$ cat config.mk
export PLATFORM = sky130hd
export DESIGN_NAME = xres_reset_sequencer_flat
export DESIGN_NICKNAME = d
export VERILOG_FILES = /design/src/rtl/xres_reset_sequencer_if.sv /design/src/rtl/xres_reset_sequencer.sv /design/src/flat_wrapper.sv
export SDC_FILE = /design/constraint.sdc
export NUM_CORES = 1
export LEC_CHECK = 0
export ABC_AREA = 1
export CAP_MARGIN = 20
export CORE_MARGIN = 2
export CORE_UTILIZATION = 41
export DETAILED_ROUTE_END_ITERATION = 8
export PLACE_DENSITY = 0.69
export SLEW_MARGIN = 20
export SYNTH_ARGS = -nofsm -noshare
export SYNTH_HDL_FRONTEND = slang
export SYNTH_SLANG_ARGS = --single-unit
export TNS_END_PERCENT = 100
$ cat constraint.sdc
create_clock -name CLK -period 1.36 [get_ports CLK]
set_input_delay 0.136 -clock CLK [delete_from_list [all_inputs] [get_ports CLK]]
set_output_delay 0.136 -clock CLK [all_outputs]
set_load 0.01 [all_outputs]
$ cat src/rtl/xres_reset_sequencer_if.sv
// Pad-reset sequencer bus: filtered pad level and controls in, sequenced resets and status out.
interface xres_reset_sequencer_if #(
   parameter int NUM_DOMAINS = 3
);
   logic                   XRES_H_N;
   logic                   ENABLE;
   logic                   GLITCH_CLR;
   logic [NUM_DOMAINS-1:0] RST_N_OUT;
   logic                   RESET_ACTIVE;
   logic [1:0]             STATE;
   logic [7:0]             GLITCH_CNT;

   // Driver side: supplies pad level and controls, observes resets and status.
   modport master (
      output XRES_H_N, ENABLE, GLITCH_CLR,
      input  RST_N_OUT, RESET_ACTIVE, STATE, GLITCH_CNT
   );

   // Sequencer side.
   modport slave (
      input  XRES_H_N, ENABLE, GLITCH_CLR,
      output RST_N_OUT, RESET_ACTIVE, STATE, GLITCH_CNT
   );
endinterface

$ cat src/rtl/xres_reset_sequencer.sv
// XRES reset sequencer: synchronizes and debounces the pad reset level, holds
// reset for a minimum time, then releases the core reset domains one by one.
module xres_reset_sequencer #(
   parameter int SYNC_STAGES     = 2,
   parameter int DEBOUNCE_CYCLES = 16,
   parameter int MIN_ASSERT      = 32,
   parameter int STAGE_GAP       = 4,
   parameter int NUM_DOMAINS     = 3,
   parameter int CNT_W           = 8
) (
   input  logic                   CLK,
   input  logic                   RESET_B,
   xres_reset_sequencer_if.slave  bus
);

   localparam int DOM_W = (NUM_DOMAINS > 1) ? $clog2(NUM_DOMAINS) : 1;

   localparam logic [CNT_W-1:0] DEB_LAST   = CNT_W'(DEBOUNCE_CYCLES - 1);
   localparam logic [CNT_W-1:0] MIN_LIMIT  = CNT_W'(MIN_ASSERT);
   localparam logic [CNT_W-1:0] GAP_LAST   = CNT_W'(STAGE_GAP - 1);
   localparam logic [CNT_W-1:0] CNT_MAX    = {CNT_W{1'b1}};
   localparam logic [CNT_W-1:0] CNT_ZERO   = {CNT_W{1'b0}};
   localparam logic [CNT_W-1:0] CNT_ONE    = CNT_W'(1);
   localparam logic [DOM_W-1:0] DOM_LAST   = DOM_W'(NUM_DOMAINS - 1);
   localparam logic [DOM_W-1:0] DOM_ZERO   = {DOM_W{1'b0}};
   localparam logic [DOM_W-1:0] DOM_ONE    = DOM_W'(1);

   typedef enum logic [1:0] {
      ST_ASSERT  = 2'd0,
      ST_RELEASE = 2'd1,
      ST_RUN     = 2'd2
   } state_t;

   // Input filtering state
   logic [SYNC_STAGES-1:0] sync_q, sync_d;
   logic                   filt_q, filt_d;
   logic [CNT_W-1:0]       dcnt_q, dcnt_d;
   logic [7:0]             glitch_cnt_q, glitch_cnt_d;
   logic                   sync_out_s;
   logic                   glitch_s;

   // Sequencing state
   state_t                 state_q, state_d;
   logic [NUM_DOMAINS-1:0] rst_n_q, rst_n_d;
   logic                   active_q, active_d;
   logic [CNT_W-1:0]       min_cnt_q, min_cnt_d;
   logic [CNT_W-1:0]       gap_cnt_q, gap_cnt_d;
   logic [DOM_W-1:0]       dom_idx_q, dom_idx_d;
   logic                   abort_s;

   assign sync_out_s = sync_q[SYNC_STAGES-1];

   // Synchronizer shift, debounce filter and glitch counter next-state.
   always_comb begin
      sync_d       = {sync_q[SYNC_STAGES-2:0], bus.XRES_H_N};
      filt_d       = filt_q;
      dcnt_d       = dcnt_q;
      glitch_s     = 1'b0;
      glitch_cnt_d = glitch_cnt_q;

      if (sync_out_s != filt_q) begin
         if (dcnt_q == DEB_LAST) begin
            filt_d = sync_out_s;
            dcnt_d = CNT_ZERO;
         end else begin
            dcnt_d = dcnt_q + CNT_ONE;
         end
      end else if (dcnt_q != CNT_ZERO) begin
         // Level returned before the filter committed: a rejected pulse.
         dcnt_d   = CNT_ZERO;
         glitch_s = 1'b1;
      end else begin
         dcnt_d = CNT_ZERO;
      end

      // Clear takes priority over a glitch recorded on the same edge.
      if (bus.GLITCH_CLR) begin
         glitch_cnt_d = 8'd0;
      end else if (glitch_s && (glitch_cnt_q != 8'hFF)) begin
         glitch_cnt_d = glitch_cnt_q + 8'd1;
      end else begin
         glitch_cnt_d = glitch_cnt_q;
      end
   end

   // Registers for the synchronizer, debounce filter and glitch counter.
   always_ff @(posedge CLK or negedge RESET_B) begin
      if (!RESET_B) begin
         sync_q       <= {SYNC_STAGES{1'b0}};
         filt_q       <= 1'b0;
         dcnt_q       <= CNT_ZERO;
         glitch_cnt_q <= 8'd0;
      end else begin
         sync_q       <= sync_d;
         filt_q       <= filt_d;
         dcnt_q       <= dcnt_d;
         glitch_cnt_q <= glitch_cnt_d;
      end
   end

   assign abort_s = (!filt_q) || (!bus.ENABLE);

   // Sequencer next-state: minimum hold, staged release, abort back to reset.
   always_comb begin
      state_d   = state_q;
      rst_n_d   = rst_n_q;
      min_cnt_d = min_cnt_q;
      gap_cnt_d = gap_cnt_q;
      dom_idx_d = dom_idx_q;

      case (state_q)
         ST_ASSERT: begin
            rst_n_d = {NUM_DOMAINS{1'b0}};
            if (min_cnt_q != CNT_MAX) begin
               min_cnt_d = min_cnt_q + CNT_ONE;
            end else begin
               min_cnt_d = min_cnt_q;
            end
            if (filt_q && bus.ENABLE && (min_cnt_q >= MIN_LIMIT)) begin
               state_d   = ST_RELEASE;
               gap_cnt_d = CNT_ZERO;
               dom_idx_d = DOM_ZERO;
            end else begin
               state_d = ST_ASSERT;
            end
         end
         ST_RELEASE: begin
            if (abort_s) begin
               state_d   = ST_ASSERT;
               rst_n_d   = {NUM_DOMAINS{1'b0}};
               min_cnt_d = CNT_ZERO;
               gap_cnt_d = CNT_ZERO;
               dom_idx_d = DOM_ZERO;
            end else if (gap_cnt_q == GAP_LAST) begin
               rst_n_d[dom_idx_q] = 1'b1;
               gap_cnt_d          = CNT_ZERO;
               if (dom_idx_q == DOM_LAST) begin
                  state_d   = ST_RUN;
                  dom_idx_d = dom_idx_q;
               end else begin
                  state_d   = ST_RELEASE;
                  dom_idx_d = dom_idx_q + DOM_ONE;
               end
            end else begin
               gap_cnt_d = gap_cnt_q + CNT_ONE;
            end
         end
         ST_RUN: begin
            if (abort_s) begin
               state_d   = ST_ASSERT;
               rst_n_d   = {NUM_DOMAINS{1'b0}};
               min_cnt_d = CNT_ZERO;
               gap_cnt_d = CNT_ZERO;
               dom_idx_d = DOM_ZERO;
            end else begin
               rst_n_d = {NUM_DOMAINS{1'b1}};
            end
         end
         default: begin
            // Unreachable encoding: fall back to full reset.
            state_d   = ST_ASSERT;
            rst_n_d   = {NUM_DOMAINS{1'b0}};
            min_cnt_d = CNT_ZERO;
            gap_cnt_d = CNT_ZERO;
            dom_idx_d = DOM_ZERO;
         end
      endcase

      active_d = (state_d != ST_RUN);
   end

   // Sequencer state and registered reset/status outputs.
   always_ff @(posedge CLK or negedge RESET_B) begin
      if (!RESET_B) begin
         state_q   <= ST_ASSERT;
         rst_n_q   <= {NUM_DOMAINS{1'b0}};
         active_q  <= 1'b1;
         min_cnt_q <= CNT_ZERO;
         gap_cnt_q <= CNT_ZERO;
         dom_idx_q <= DOM_ZERO;
      end else begin
         state_q   <= state_d;
         rst_n_q   <= rst_n_d;
         active_q  <= active_d;
         min_cnt_q <= min_cnt_d;
         gap_cnt_q <= gap_cnt_d;
         dom_idx_q <= dom_idx_d;
      end
   end

   assign bus.RST_N_OUT    = rst_n_q;
   assign bus.RESET_ACTIVE = active_q;
   assign bus.STATE        = state_q;
   assign bus.GLITCH_CNT   = glitch_cnt_q;

endmodule
$ cat src/flat_wrapper.sv
// flat-port wrapper written by rule: the top's interface ports become plain ports
module xres_reset_sequencer_flat 
#(
   parameter int SYNC_STAGES     = 2,
   parameter int DEBOUNCE_CYCLES = 16,
   parameter int MIN_ASSERT      = 32,
   parameter int STAGE_GAP       = 4,
   parameter int NUM_DOMAINS     = 3,
   parameter int CNT_W           = 8
)
  (CLK, RESET_B, bus_XRES_H_N, bus_ENABLE, bus_GLITCH_CLR, bus_RST_N_OUT, bus_RESET_ACTIVE, bus_STATE, bus_GLITCH_CNT);
  xres_reset_sequencer_if #(.NUM_DOMAINS(NUM_DOMAINS)) bus_i ();
  input  logic CLK;
  input  logic RESET_B;
  input wire logic [$bits(bus_i.XRES_H_N)-1:0] bus_XRES_H_N;
  input wire logic [$bits(bus_i.ENABLE)-1:0] bus_ENABLE;
  input wire logic [$bits(bus_i.GLITCH_CLR)-1:0] bus_GLITCH_CLR;
  output wire logic [$bits(bus_i.RST_N_OUT)-1:0] bus_RST_N_OUT;
  output wire logic [$bits(bus_i.RESET_ACTIVE)-1:0] bus_RESET_ACTIVE;
  output wire logic [$bits(bus_i.STATE)-1:0] bus_STATE;
  output wire logic [$bits(bus_i.GLITCH_CNT)-1:0] bus_GLITCH_CNT;
  assign bus_i.XRES_H_N = bus_XRES_H_N;
  assign bus_i.ENABLE = bus_ENABLE;
  assign bus_i.GLITCH_CLR = bus_GLITCH_CLR;
  assign bus_RST_N_OUT = bus_i.RST_N_OUT;
  assign bus_RESET_ACTIVE = bus_i.RESET_ACTIVE;
  assign bus_STATE = bus_i.STATE;
  assign bus_GLITCH_CNT = bus_i.GLITCH_CNT;
  xres_reset_sequencer #(.SYNC_STAGES(SYNC_STAGES), .DEBOUNCE_CYCLES(DEBOUNCE_CYCLES), .MIN_ASSERT(MIN_ASSERT), .STAGE_GAP(STAGE_GAP), .NUM_DOMAINS(NUM_DOMAINS), .CNT_W(CNT_W)) u_core (.CLK(CLK), .RESET_B(RESET_B), .bus(bus_i));
endmodule
Yosys cells after proc, flatten, opt, wreduce, memory -nomap -nowiden:

Index checks and enable logic that the tools add are counted.

* add/subtract/negate cells: 5
* $lt $le $gt $ge: 3
* equality and inequality tests: 15
* mux-type cells: 31
* bitwise logic cells: 1
* reductions and logical operators: 15

Operators by type and width (count)
* two-way mux 8 bit: 9
* adder 8 x 1 -> 8 bit (second input constant): 4
* one-hot mux 8 bit (3 select lines): 1
* two-way mux 2 bit: 9
* inequality test 8 bit (second input constant): 2
* one-hot mux 8 bit (2 select lines): 1
* one-hot mux 2 bit (3 select lines): 2
* two-way mux 3 bit: 3
* equality test 8 x 2 -> 1 bit (second input constant): 1
* equality test 8 x 4 -> 1 bit (second input constant): 1
* greater-or-equal comparator 8 x 6 -> 1 bit (second input constant): 1
* inequality test 2 x 1 -> 1 bit (second input constant): 4
* nonzero test 8 bit: 1
* one-hot mux 3 bit (2 select lines): 1
* AND reduction 2 bit: 3
* equality test 2 bit (second input constant): 2
* logical AND 1 bit: 4
* two-way mux 1 bit: 4
* AND reduction 4 bit: 1
* < comparator 2 x 3 -> 1 bit (second input constant): 1
* inequality test 3 x 1 -> 1 bit (second input constant): 1
* inequality test 3 x 2 -> 1 bit (second input constant): 1
* bitwise OR 3 bit: 1
* adder 2 x 1 -> 2 bit (second input constant): 1
* other kinds (10): 11

* bits in registers: 43
* input port bits: 5
* word-level logic and storage cells: 80

Logic depth before layout (Yosys ltp):

Gate-level depths: netlist of the first run.

* depth after elaboration: 8
* mapped depth: 10

Worst setup path before layout of the first run:

OpenSTA, ideal clock, no wires.

* path kind: reg-to-reg
* start: register u_core.state_q[0], in the netlist u_core.bus.STATE[0]
* end: register u_core.min_cnt_q[0]
* data arrival time: 1.406 ns
* data required time: 1.234 ns
* slack: -0.172 ns
* cell stages (with the launch flop): 10
* buffers on the path: 2
* cells stage by stage: dfrtp_1 > inv_1 > ha_1 > buf_4 > inv_2 > nor3_1 > nand2_1 > nand2_2 > buf_4 > o21ai_0

* cells in the longest elaborated chain, start to end: 4

RTL lines
* start, declared: line xres_reset_sequencer.sv:43 `state_t state_q, state_d;`
* start signal, assigned: line xres_reset_sequencer.sv:182 `state_q <= state_d;`
* equality test 2 x 1 -> 1 bit / equality test 2 bit (equally long branches): line xres_reset_sequencer.sv:111 `case (state_q)`
* OR reduction 2 bit (no source line)
* inequality test 2 x 1 -> 1 bit (no source line)
* AND reduction 2 bit (no source line)
* end signal, assigned: line xres_reset_sequencer.sv:185 `min_cnt_q <= min_cnt_d;`
* end, declared: line xres_reset_sequencer.sv:46 `logic [CNT_W-1:0] min_cnt_q, min_cnt_d;`

Several ways; a longest one is shown, not always the timed one.
A chain may end at the register's enable or synchronous reset.

Worst setup path after layout of the first run:

* start: register u_core.state_q[1], in the netlist u_core.bus.STATE[1]
* end: register u_core.state_q[0], in the netlist u_core.bus.STATE[0]

* cells in the longest elaborated chain, start to end: 2

RTL lines (line)
* equality test 2 bit, or another cell as far along: xres_reset_sequencer.sv:111
* one-hot mux 2 bit (3 select lines) (*): xres_reset_sequencer.sv:111
* via u_core.state_d[0]: xres_reset_sequencer.sv:43

The timed path passes the listed nets; every way through them passes the cells marked *.

==> impl_results.html, run 1 <==
<table>
<tr><th>Metric</th><th>Value</th></tr>
<tr><th colspan="2">Finish</th></tr>
<tr><td>Net count of the finished layout</td><td>457</td></tr>
<tr><td>Area taken by multi-input logic gates</td><td>around 1700 µm²</td></tr>
<tr><td>Sequential cell area</td><td>approximately 1100 µm²</td></tr>
<tr><td>Leading cell type in the layout, fill and taps excluded</td><td>nand2_1</td></tr>
<tr><td>Area growth, synth to finish</td><td>44.4%</td></tr>
<tr><td>Fraction of final layout cells sized beyond drive strength 1</td><td>about 37%</td></tr>
<tr><td>Layout fillers</td><td>between 500 and 600</td></tr>
<tr><td>Final design utilization</td><td>around three fifths</td></tr>
<tr><td>Most used cells in the layout excluding fill and tap cells</td><td>nand2_1 (77), buf_4 (51), inv_1 (41)</td></tr>
<tr><td>Antenna diodes</td><td>0</td></tr>
<tr><th colspan="2">Timing</th></tr>
<tr><td>Count of final max-slew check failures</td><td>0</td></tr>
<tr><td>Unrepaired setup endpoints after global routing</td><td>true</td></tr>
<tr><td>Actual slew at the worst max-slew pin</td><td>about 0.33 ns</td></tr>
<tr><td>Total setup violations reported at the end of the flow</td><td>11</td></tr>
<tr><td>Final critical delay including setup and external delays</td><td>1.43 ns</td></tr>
<tr><td>Maximum frequency from static timing analysis</td><td>702 MHz</td></tr>
<tr><td>Fin Clk Skew</td><td>around 0.010 ns</td></tr>
<tr><td>Relative max-transition margin</td><td>between 70% and 80%</td></tr>
<tr><td>Final Hold Fails</td><td>0</td></tr>
<tr><td>Fin worst setup slack</td><td>-0.0654 ns</td></tr>
<tr><td>Ratio of final minimum period to clock period</td><td>105%</td></tr>
<tr><th colspan="2">Yosys</th></tr>
<tr><td>Fraction of the yosys area taken by sequential cells</td><td>about two fifths</td></tr>
<tr><td>Number of synthesized flops with an enable pin</td><td>0</td></tr>
<tr><td>Yosys warning total</td><td>0</td></tr>
<tr><td>Synth unique cells</td><td>35</td></tr>
<tr><td>Syn Std Cell Area</td><td>2690 µm²</td></tr>
<tr><td>Instance count of the mapped netlist</td><td>around 360</td></tr>
<tr><td>Fraction of registers with async set/reset</td><td>100%</td></tr>
<tr><td>Synth Area per Inst</td><td>7.52 µm²</td></tr>
<tr><td>Number of nets in the synthesized netlist</td><td>between 300 and 400</td></tr>
<tr><td>Top_reg_cell synth</td><td>dfrtp_1</td></tr>
<tr><td>Yosys reg bits</td><td>43</td></tr>
<tr><th colspan="2">GRT</th></tr>
<tr><td>Pin count of the biggest net entering global routing</td><td>32</td></tr>
<tr><td>Total global-route track usage</td><td>between 10% and 20%</td></tr>
<tr><td>Global-route wire length before repair</td><td>between 10,000 and 15,000 µm</td></tr>
<tr><td>Number of global-route vias before repair</td><td>about 2,500</td></tr>
<tr><td>Number of antenna violations at the first check in global routing</td><td>0</td></tr>
<tr><td>Total congestion overflow after global routing</td><td>0</td></tr>
<tr><th colspan="2">Route</th></tr>
<tr><td>Mean number of vias per cell</td><td>between 5 and 6</td></tr>
<tr><td>Detailed-route wire length</td><td>roughly 7000 µm</td></tr>
<tr><td>Post-detailed-route DRC marker count</td><td>0</td></tr>
<tr><td>Count of nets left with antenna violations after detail routing</td><td>0</td></tr>
<tr><td>DRC marker count from the first detailed-route iteration</td><td>164</td></tr>
<tr><td>1st-pass router iterations</td><td>4</td></tr>
<tr><td>Routed via count</td><td>2,593</td></tr>
<tr><td>Wire per inst</td><td>around 13 µm</td></tr>
<tr><th colspan="2">Placement</th></tr>
<tr><td>Estimated wirelength of the detail-placed design</td><td>between 4000 and 5000 µm</td></tr>
<tr><td>Placer Congestion</td><td>just under 0.9</td></tr>
<tr><td>Port buffer count</td><td>18</td></tr>
<tr><th colspan="2">Clock network</th></tr>
<tr><td>Number of H-tree branching levels</td><td>2</td></tr>
<tr><td>Clk slew on worst S/H paths</td><td>roughly 0.080 ns</td></tr>
<tr><td>Clock insertion delay at the later pin of the skew report</td><td>0.31 ns</td></tr>
<tr><td>Clock sink total</td><td>43</td></tr>
<tr><td>Number of buffers created by CTS</td><td>5</td></tr>
<tr><td>TritonCTS clock tree</td><td>built</td></tr>
<tr><td>Buffer depth of the longest clock path</td><td>2</td></tr>
<tr><td>Clock root buffer</td><td>clkbuf_8</td></tr>
<tr><th colspan="2">Worst setup path</th></tr>
<tr><td>Sequence of cells on the critical path</td><td>inv_4 -&gt; ha_4 -&gt; inv_4 -&gt; nor2_4 -&gt; buf_6 -&gt; nand3_2 -&gt; nand3_2 -&gt; nand2_1 -&gt; inv_1</td></tr>
<tr><td>Reg2Reg Setup Slack</td><td>-0.07 ns</td></tr>
<tr><td>Worst flop-to-flop path endpoint</td><td>u_core.bus.STATE[0]$_DFF_PN0_</td></tr>
<tr><td>Critical path endpoint</td><td>u_core.bus.STATE[0]$_DFF_PN0_</td></tr>
<tr><td>Nature of the critical path startpoint</td><td>register</td></tr>
<tr><td>Required time of the worst setup path</td><td>between 1.5 and 2 ns</td></tr>
<tr><td>Crit-path max cell delay</td><td>about 0.45 ns</td></tr>
<tr><td>Worst r2r src</td><td>u_core.bus.STATE[1]$_DFF_PN0_</td></tr>
<tr><td>Worst-path maximum fanout</td><td>5</td></tr>
<tr><td>CP Launch Point</td><td>u_core.bus.STATE[1]$_DFF_PN0_</td></tr>
<tr><td>Worst setup path category</td><td>register to register</td></tr>
<tr><td>Worst R2R Path Depth</td><td>9</td></tr>
<tr><td>Category of the worst setup path capture point</td><td>register</td></tr>
<tr><td>Slowest cell on the critical path</td><td>dfrtp_2</td></tr>
<tr><td>Worst Path Arrival</td><td>approximately 1.7 ns</td></tr>
<tr><th colspan="2">Status</th></tr>
<tr><td>Run status</td><td>complete, but fails checks</td></tr>
<tr><td>Violated checks</td><td>negative setup slack</td></tr>
<tr><th colspan="2">Power</th></tr>
<tr><td>Total leakage power</td><td>slightly above 2 nW</td></tr>
<tr><td>Maximum resistive drop on vdd</td><td>between 0.0004 and 0.0005 V</td></tr>
<tr><td>Ratio of total power to cell area</td><td>706 nW/µm²</td></tr>
<tr><td>Overall power after layout</td><td>between 2 and 3 mW</td></tr>
<tr><th colspan="2">Floorplan</th></tr>
<tr><td>Area of the core</td><td>6350 µm²</td></tr>
<tr><td>Starting utilization of the core area</td><td>between 40% and 50%</td></tr>
<tr><td>Die boundary width</td><td>about 85 µm</td></tr>
<tr><td>Top Ports</td><td>19</td></tr>
<tr><td>Count of standard-cell rows</td><td>29</td></tr>
<tr><td>Height of the die</td><td>85.0 µm</td></tr>
<tr><td>Die outline area</td><td>around 7200 µm²</td></tr>
<tr><th colspan="2">Worst hold path</th></tr>
<tr><td>Worst hold-check path type</td><td>primary input to asynchronous set/reset pin</td></tr>
<tr><th colspan="2">Flow run</th></tr>
<tr><td>Max-cap viol count</td><td>0</td></tr>
</table>
cell type report:
class | count | area share [%]
Clock buffer | 6 | 1.87
Clock inverter | 2 | 1.55
Inverter | 53 | 5.70
Multi-Input combinational cell | 257 | 42.6
Sequential cell | 43 | 27.8
Tap cell | 77 | 2.48
Timing Repair Buffer | 79 | 18.0
cells by family (layout without fill, tap and decap cells):
group | Yosys count | after routing | synth area share, %
AOI/OAI and AO/OA | 25 | 25 | 5.76
xor gates and xnor gates | 11 | 11 | 3.86
adders and majority gates | 13 | 13 | 6.04
buffers and inverters | 59 | 140 | 9.20
DFF | 43 | 43 | 40.0
and+or+nand+nor | 207 | 208 | 35.1
synthesized netlist by cell type, types with 2 or more instances:
cell | count | area share (%)
buf_4 | 2 | 0.56
nor3_2 | 2 | 0.74
o21ai_2 | 4 | 1.3
o21bai_1 | 4 | 1.1
dfrtp_1 | 42 | 39
a21oi_1 | 2 | 0.37
ha_1 | 13 | 6.0
nand3_1 | 45 | 8.4
or2_2 | 2 | 0.46
nor3b_1 | 2 | 0.56
inv_1 | 49 | 6.8
nand4_1 | 6 | 1.4
nand2_4 | 3 | 1.3
o21ai_0 | 12 | 2.2
nor2_1 | 38 | 5.3
inv_2 | 3 | 0.42
nor2_4 | 2 | 0.84
nor3_1 | 3 | 0.56
nand2_2 | 2 | 0.46
buf_6 | 2 | 0.84
xor2_1 | 9 | 2.9
nand2_1 | 98 | 14
stage by stage:
stage,cell area [µm²],hold WS [ns],setup WS [ns],std cells,setup TNS [ns]
floorplan,2720,-0.160,-0.0629,358,-0.435
global placement,3260,0.0487,-0.113,487,-1.17
detailed placement,3260,0.0553,-0.117,487,-1.91
CTS,3580,0.284,-0.00375,508,-0.00609
global route,3890,0.286,-0.138,517,-2.50
finish,3890,0.280,-0.0654,517,-0.310
critical path: cells and delay by family (launching register included):
kind	cells	cell delay [ns]
and+or+nand+nor	4	0.42
adders and majority gates	1	0.16
buffers and inverters	4	0.33
DFF	1	0.45
state kept, by name (all words and copies together) (netlist names):
register	flops
u_core.bus.RST_N_OUT	3
u_core.dom_idx_q	2
u_core.sync_q	2
u_core.bus.RESET_ACTIVE	1
u_core.bus.STATE	2
u_core.gap_cnt_q	8
u_core.bus.GLITCH_CNT	8
u_core.filt_q	1
u_core.dcnt_q	8
u_core.min_cnt_q	8
how the worst min path moves through the flow:
| stage | to | slack (ns) |
|---|---|---|
| 2_1_floorplan | u_core.bus.GLITCH_CNT[0]$_DFFE_PN0P_ | -0.16 |
| 3_3_place_gp | u_core.gap_cnt_q[2]$_DFFE_PN0P_ | 0.05 |
| 3_5_place_dp | u_core.gap_cnt_q[2]$_DFFE_PN0P_ | 0.06 |
| 4_1_cts | u_core.sync_q[0]$_DFF_PN0_ | 0.28 |
| 5_1_grt | u_core.sync_q[0]$_DFF_PN0_ | 0.29 |
| 6_report | u_core.filt_q$_DFFE_PN0P_ | 0.28 |
layer usage:
metal	up-vias	track usage (%)	part of all wire [%]
met5	-	0	0
met2	54	31.4	51
met3	15	4.09	4.7
met1	1236	22.7	42
li1	1288	-	-
met4	0	4.18	1.7
what timing repair did:
item                                   4_1_cts  5_1_grt
setup endpoints to repair                   42       42
cloned                                       1        1
resized for setup                           37       70
buffers inserted                            11        9
pin swaps                                   12       48
hold buffers                                 1        0
endpoints found under the hold margin       11        0
power by group:
group	total (mW)	internal [mW]	switching [mW]	leakage, nW
sequential	1.34	1.31	0.0305	0.570
combinational	0.227	0.0918	0.135	1.39
clock	1.18	0.734	0.445	0.0654
No activity file was read; power rests on OpenSTA's default activity.
==> run 2, diff against run 1 <==
Settings changed: GPL_ROUTABILITY_DRIVEN set to 1, SLEW_MARGIN 20 to not set.
==> results of run 2 <==
Final layout, timing and power as in run 1 (identical DEF).
==> run 3, diff against run 2 <==
Settings changed: CTS_BUF_LIST set to sky130_fd_sc_hd__clkbuf_4 sky130_fd_sc_hd__clkbuf_8 sky130_fd_sc_hd__clkbuf_16.
==> impl_results.html, run 3 (synthesis results as in run 1) <==
<table>
<tr><th>Metric</th><th>Value</th></tr>
<tr><th colspan="2">Timing</th></tr>
<tr><td>Total setup violations reported at the end of the flow</td><td>11</td></tr>
<tr><td>Relative max-transition margin</td><td>between 70% and 80%</td></tr>
<tr><td>Final Hold Slack</td><td>approximately 0.28 ns</td></tr>
<tr><td>Actual slew at the worst max-slew pin</td><td>between 0.3 and 0.4 ns</td></tr>
<tr><td>Fin Clk Skew</td><td>about 0.01 ns</td></tr>
<tr><td>Final total negative setup slack</td><td>-0.313 ns</td></tr>
<tr><td>Maximum frequency from static timing analysis</td><td>approximately 700 MHz</td></tr>
<tr><td>Final critical delay including setup and external delays</td><td>about 1.4 ns</td></tr>
<tr><td>Ratio of final minimum period to clock period</td><td>105%</td></tr>
<tr><td>Count of final max-slew check failures</td><td>0</td></tr>
<tr><td>Unrepaired setup endpoints after global routing</td><td>true</td></tr>
<tr><td>Fin worst setup slack</td><td>-0.0656 ns</td></tr>
<tr><td>Final Hold Fails</td><td>0</td></tr>
<tr><th colspan="2">Power</th></tr>
<tr><td>Share of power burned in registers</td><td>about half</td></tr>
<tr><td>Cell-internal power</td><td>roughly 2.2 mW</td></tr>
<tr><td>Switching share of power</td><td>22.1%</td></tr>
<tr><td>Ratio of total power to cell area</td><td>a little over 700 nW/µm²</td></tr>
<tr><td>Net Sw Power</td><td>about 610 µW</td></tr>
<tr><td>Overall power after layout</td><td>2.76 mW</td></tr>
<tr><td>Maximum resistive drop on vdd</td><td>approximately 0.00047 V</td></tr>
<tr><td>Comb power frac</td><td>around 8.2%</td></tr>
<tr><td>Total leakage power</td><td>2.03 nW</td></tr>
<tr><td>Proportion of power drawn by the clock network</td><td>43.4%</td></tr>
<tr><th colspan="2">GRT</th></tr>
<tr><td>Pin count of the biggest net entering global routing</td><td>32</td></tr>
<tr><td>Number of antenna violations at the first check in global routing</td><td>0</td></tr>
<tr><td>Total global-route track usage</td><td>between 15 and 20%</td></tr>
<tr><td>Total congestion overflow after global routing</td><td>0</td></tr>
<tr><td>Number of global-route vias before repair</td><td>roughly 2,500</td></tr>
<tr><td>Global-route wire length before repair</td><td>about 11,000 µm</td></tr>
<tr><th colspan="2">Floorplan</th></tr>
<tr><td>Die outline area</td><td>about 7200 µm²</td></tr>
<tr><td>Area of the core</td><td>~6300 µm²</td></tr>
<tr><td>Height of the die</td><td>85.0 µm</td></tr>
<tr><td>Count of standard-cell rows</td><td>29</td></tr>
<tr><td>Starting utilization of the core area</td><td>a little over two fifths</td></tr>
<tr><td>Die boundary width</td><td>~85 µm</td></tr>
<tr><td>Top Ports</td><td>19</td></tr>
<tr><th colspan="2">Status</th></tr>
<tr><td>Run status</td><td>complete, but fails checks</td></tr>
<tr><td>Violated checks</td><td>negative setup slack</td></tr>
<tr><th colspan="2">Route</th></tr>
<tr><td>Detailed-route wire length</td><td>6820 µm</td></tr>
<tr><td>Post-detailed-route DRC marker count</td><td>0</td></tr>
<tr><td>Count of nets left with antenna violations after detail routing</td><td>0</td></tr>
<tr><td>Mean number of vias per cell</td><td>about 5.0</td></tr>
<tr><td>Wire per inst</td><td>about 13 µm</td></tr>
<tr><td>1st-pass router iterations</td><td>4</td></tr>
<tr><td>DRC marker count from the first detailed-route iteration</td><td>129</td></tr>
<tr><td>Routed via count</td><td>about 2,600</td></tr>
<tr><th colspan="2">Clock network</th></tr>
<tr><td>Number of H-tree branching levels</td><td>2</td></tr>
<tr><td>Clock sink total</td><td>43</td></tr>
<tr><td>Number of buffers created by CTS</td><td>5</td></tr>
<tr><td>Buffer depth of the longest clock path</td><td>2</td></tr>
<tr><td>TritonCTS clock tree</td><td>built</td></tr>
<tr><td>Clock insertion delay at the later pin of the skew report</td><td>between 0.3 and 0.4 ns</td></tr>
<tr><td>Clk slew on worst S/H paths</td><td>0.08 ns</td></tr>
<tr><td>Clock root buffer</td><td>clkbuf_8</td></tr>
<tr><th colspan="2">Worst setup path</th></tr>
<tr><td>Worst-path maximum fanout</td><td>5</td></tr>
<tr><td>Worst Path Arrival</td><td>roughly 1.7 ns</td></tr>
<tr><td>Worst setup path category</td><td>register to register</td></tr>
<tr><td>Nature of the critical path startpoint</td><td>register</td></tr>
<tr><td>Required time of the worst setup path</td><td>around 1.6 ns</td></tr>
<tr><td>Category of the worst setup path capture point</td><td>register</td></tr>
<tr><th colspan="2">Finish</th></tr>
<tr><td>Area growth, synth to finish</td><td>44.5%</td></tr>
<tr><td>Antenna diodes</td><td>0</td></tr>
<tr><td>Most used cells in the layout excluding fill and tap cells</td><td>nand2_1 (77), buf_4 (51), inv_1 (41)</td></tr>
<tr><td>Post-route standard cell area excluding fillers</td><td>a little under 4000 µm²</td></tr>
<tr><td>Net count of the finished layout</td><td>roughly 460</td></tr>
<tr><td>Leading cell type in the layout, fill and taps excluded</td><td>nand2_1</td></tr>
<tr><td>Fraction of final layout cells sized beyond drive strength 1</td><td>between 30 and 40%</td></tr>
<tr><th colspan="2">Placement</th></tr>
<tr><td>Dpl ws</td><td>-0.117 ns</td></tr>
<tr><td>Port buffer count</td><td>18</td></tr>
<tr><td>Placer Congestion</td><td>0.879</td></tr>
<tr><td>Estimated wirelength of the detail-placed design</td><td>about 4400 µm</td></tr>
<tr><td>Placed standard-cell area</td><td>between 3000 and 4000 µm²</td></tr>
<tr><th colspan="2">Worst hold path</th></tr>
<tr><td>Worst hold-check path type</td><td>primary input to asynchronous set/reset pin</td></tr>
<tr><th colspan="2">Flow run</th></tr>
<tr><td>Max-cap viol count</td><td>0</td></tr>
</table>
run 3: cell count changes in the layout (fill, tap and decap cells not counted):
cell,change
clkbuf_1,-1
clkbuf_4,+1
run 3: metal layers:
| layer | part of all wire, % | global-route usage [%] | vias to the layer above | routed length, µm |
|---|---|---|---|---|
| met2 | 51 | 31.4 | 54 | 3500 |
| met4 | 1.7 | 4.18 | 0 | 113 |
| li1 | - | - | 1288 | - |
| met5 | 0 | 0 | - | 0 |
| met3 | 4.7 | 4.09 | 15 | 321 |
| met1 | 42 | 22.7 | 1236 | 2890 |
run 3: worst paths after layout:
| kind | startpoint | to | slack, ns | depth (start not counted) |
|---|---|---|---|---|
| setup / recovery | u_core.bus.STATE[1]$_DFF_PN0_ | u_core.bus.STATE[0]$_DFF_PN0_ | -0.07 | 9 |
| hold / removal | RESET_B | u_core.filt_q$_DFFE_PN0P_ | 0.28 | 2 |
| setup reg to reg | u_core.bus.STATE[1]$_DFF_PN0_ | u_core.bus.STATE[0]$_DFF_PN0_ | -0.07 | 9 |
| hold reg to reg | u_core.sync_q[0]$_DFF_PN0_ | u_core.sync_q[1]$_DFF_PN0_ | 0.37 | 0 |
| max in group asynchronous | RESET_B | u_core.gap_cnt_q[6]$_DFFE_PN0P_ | 0.60 | 3 |
| min in group CLK | bus_XRES_H_N | u_core.sync_q[0]$_DFF_PN0_ | 0.28 | 1 |
run 3: area by class of cell:
type / instances / area (µm²)
inverters: 53 / 221
repair buffers: 79 / 699
clock buffers: 6 / 76.3
well taps: 77 / 96.3
fillers: 511 / 2460
flip-flops and latches: 43 / 1080
clock inverters: 2 / 60.1
multi-input cells: 257 / 1660
run 3: power by group through the flow:
stage          registers [mW]  clock network [mW]  logic [mW]
3_3_place_gp             1.36                   0       0.202
2_1_floorplan            1.36                   0       0.101
4_1_cts                  1.34                1.22       0.216
6_report                 1.34                1.20       0.227
5_1_grt                  1.34                1.28       0.258
3_5_place_dp             1.36                   0       0.209
run 3: stage by stage:
stage / util (%) / instances
6_report: 61.3 / 517
4_1_cts: 56.4 / 508
2_1_floorplan: - / 358
3_5_place_dp: 51.4 / 487
3_3_place_gp: 51.4 / 487
5_1_grt: 61.3 / 517
run 3: repair_timing:
| action | CTS | global route |
|---|---|---|
| setup endpoints to repair | 42 | 42 |
| hold buffers | 1 | 0 |
| pin swaps | 12 | 48 |
| setup buffers | 11 | 9 |
| cloned | 1 | 1 |
| hold endpoints to repair | 11 | 0 |
| resized for setup | 37 | 70 |
run 3: critical path, stage by stage (launching register included):
cell and delay [ns]:
dfrtp_2 0.45, inv_4 0.10, ha_4 0.16, inv_4 0.04, nor2_4 0.20, buf_6 0.14
nand3_2 0.09, nand3_2 0.08, nand2_1 0.05, inv_1 0.05
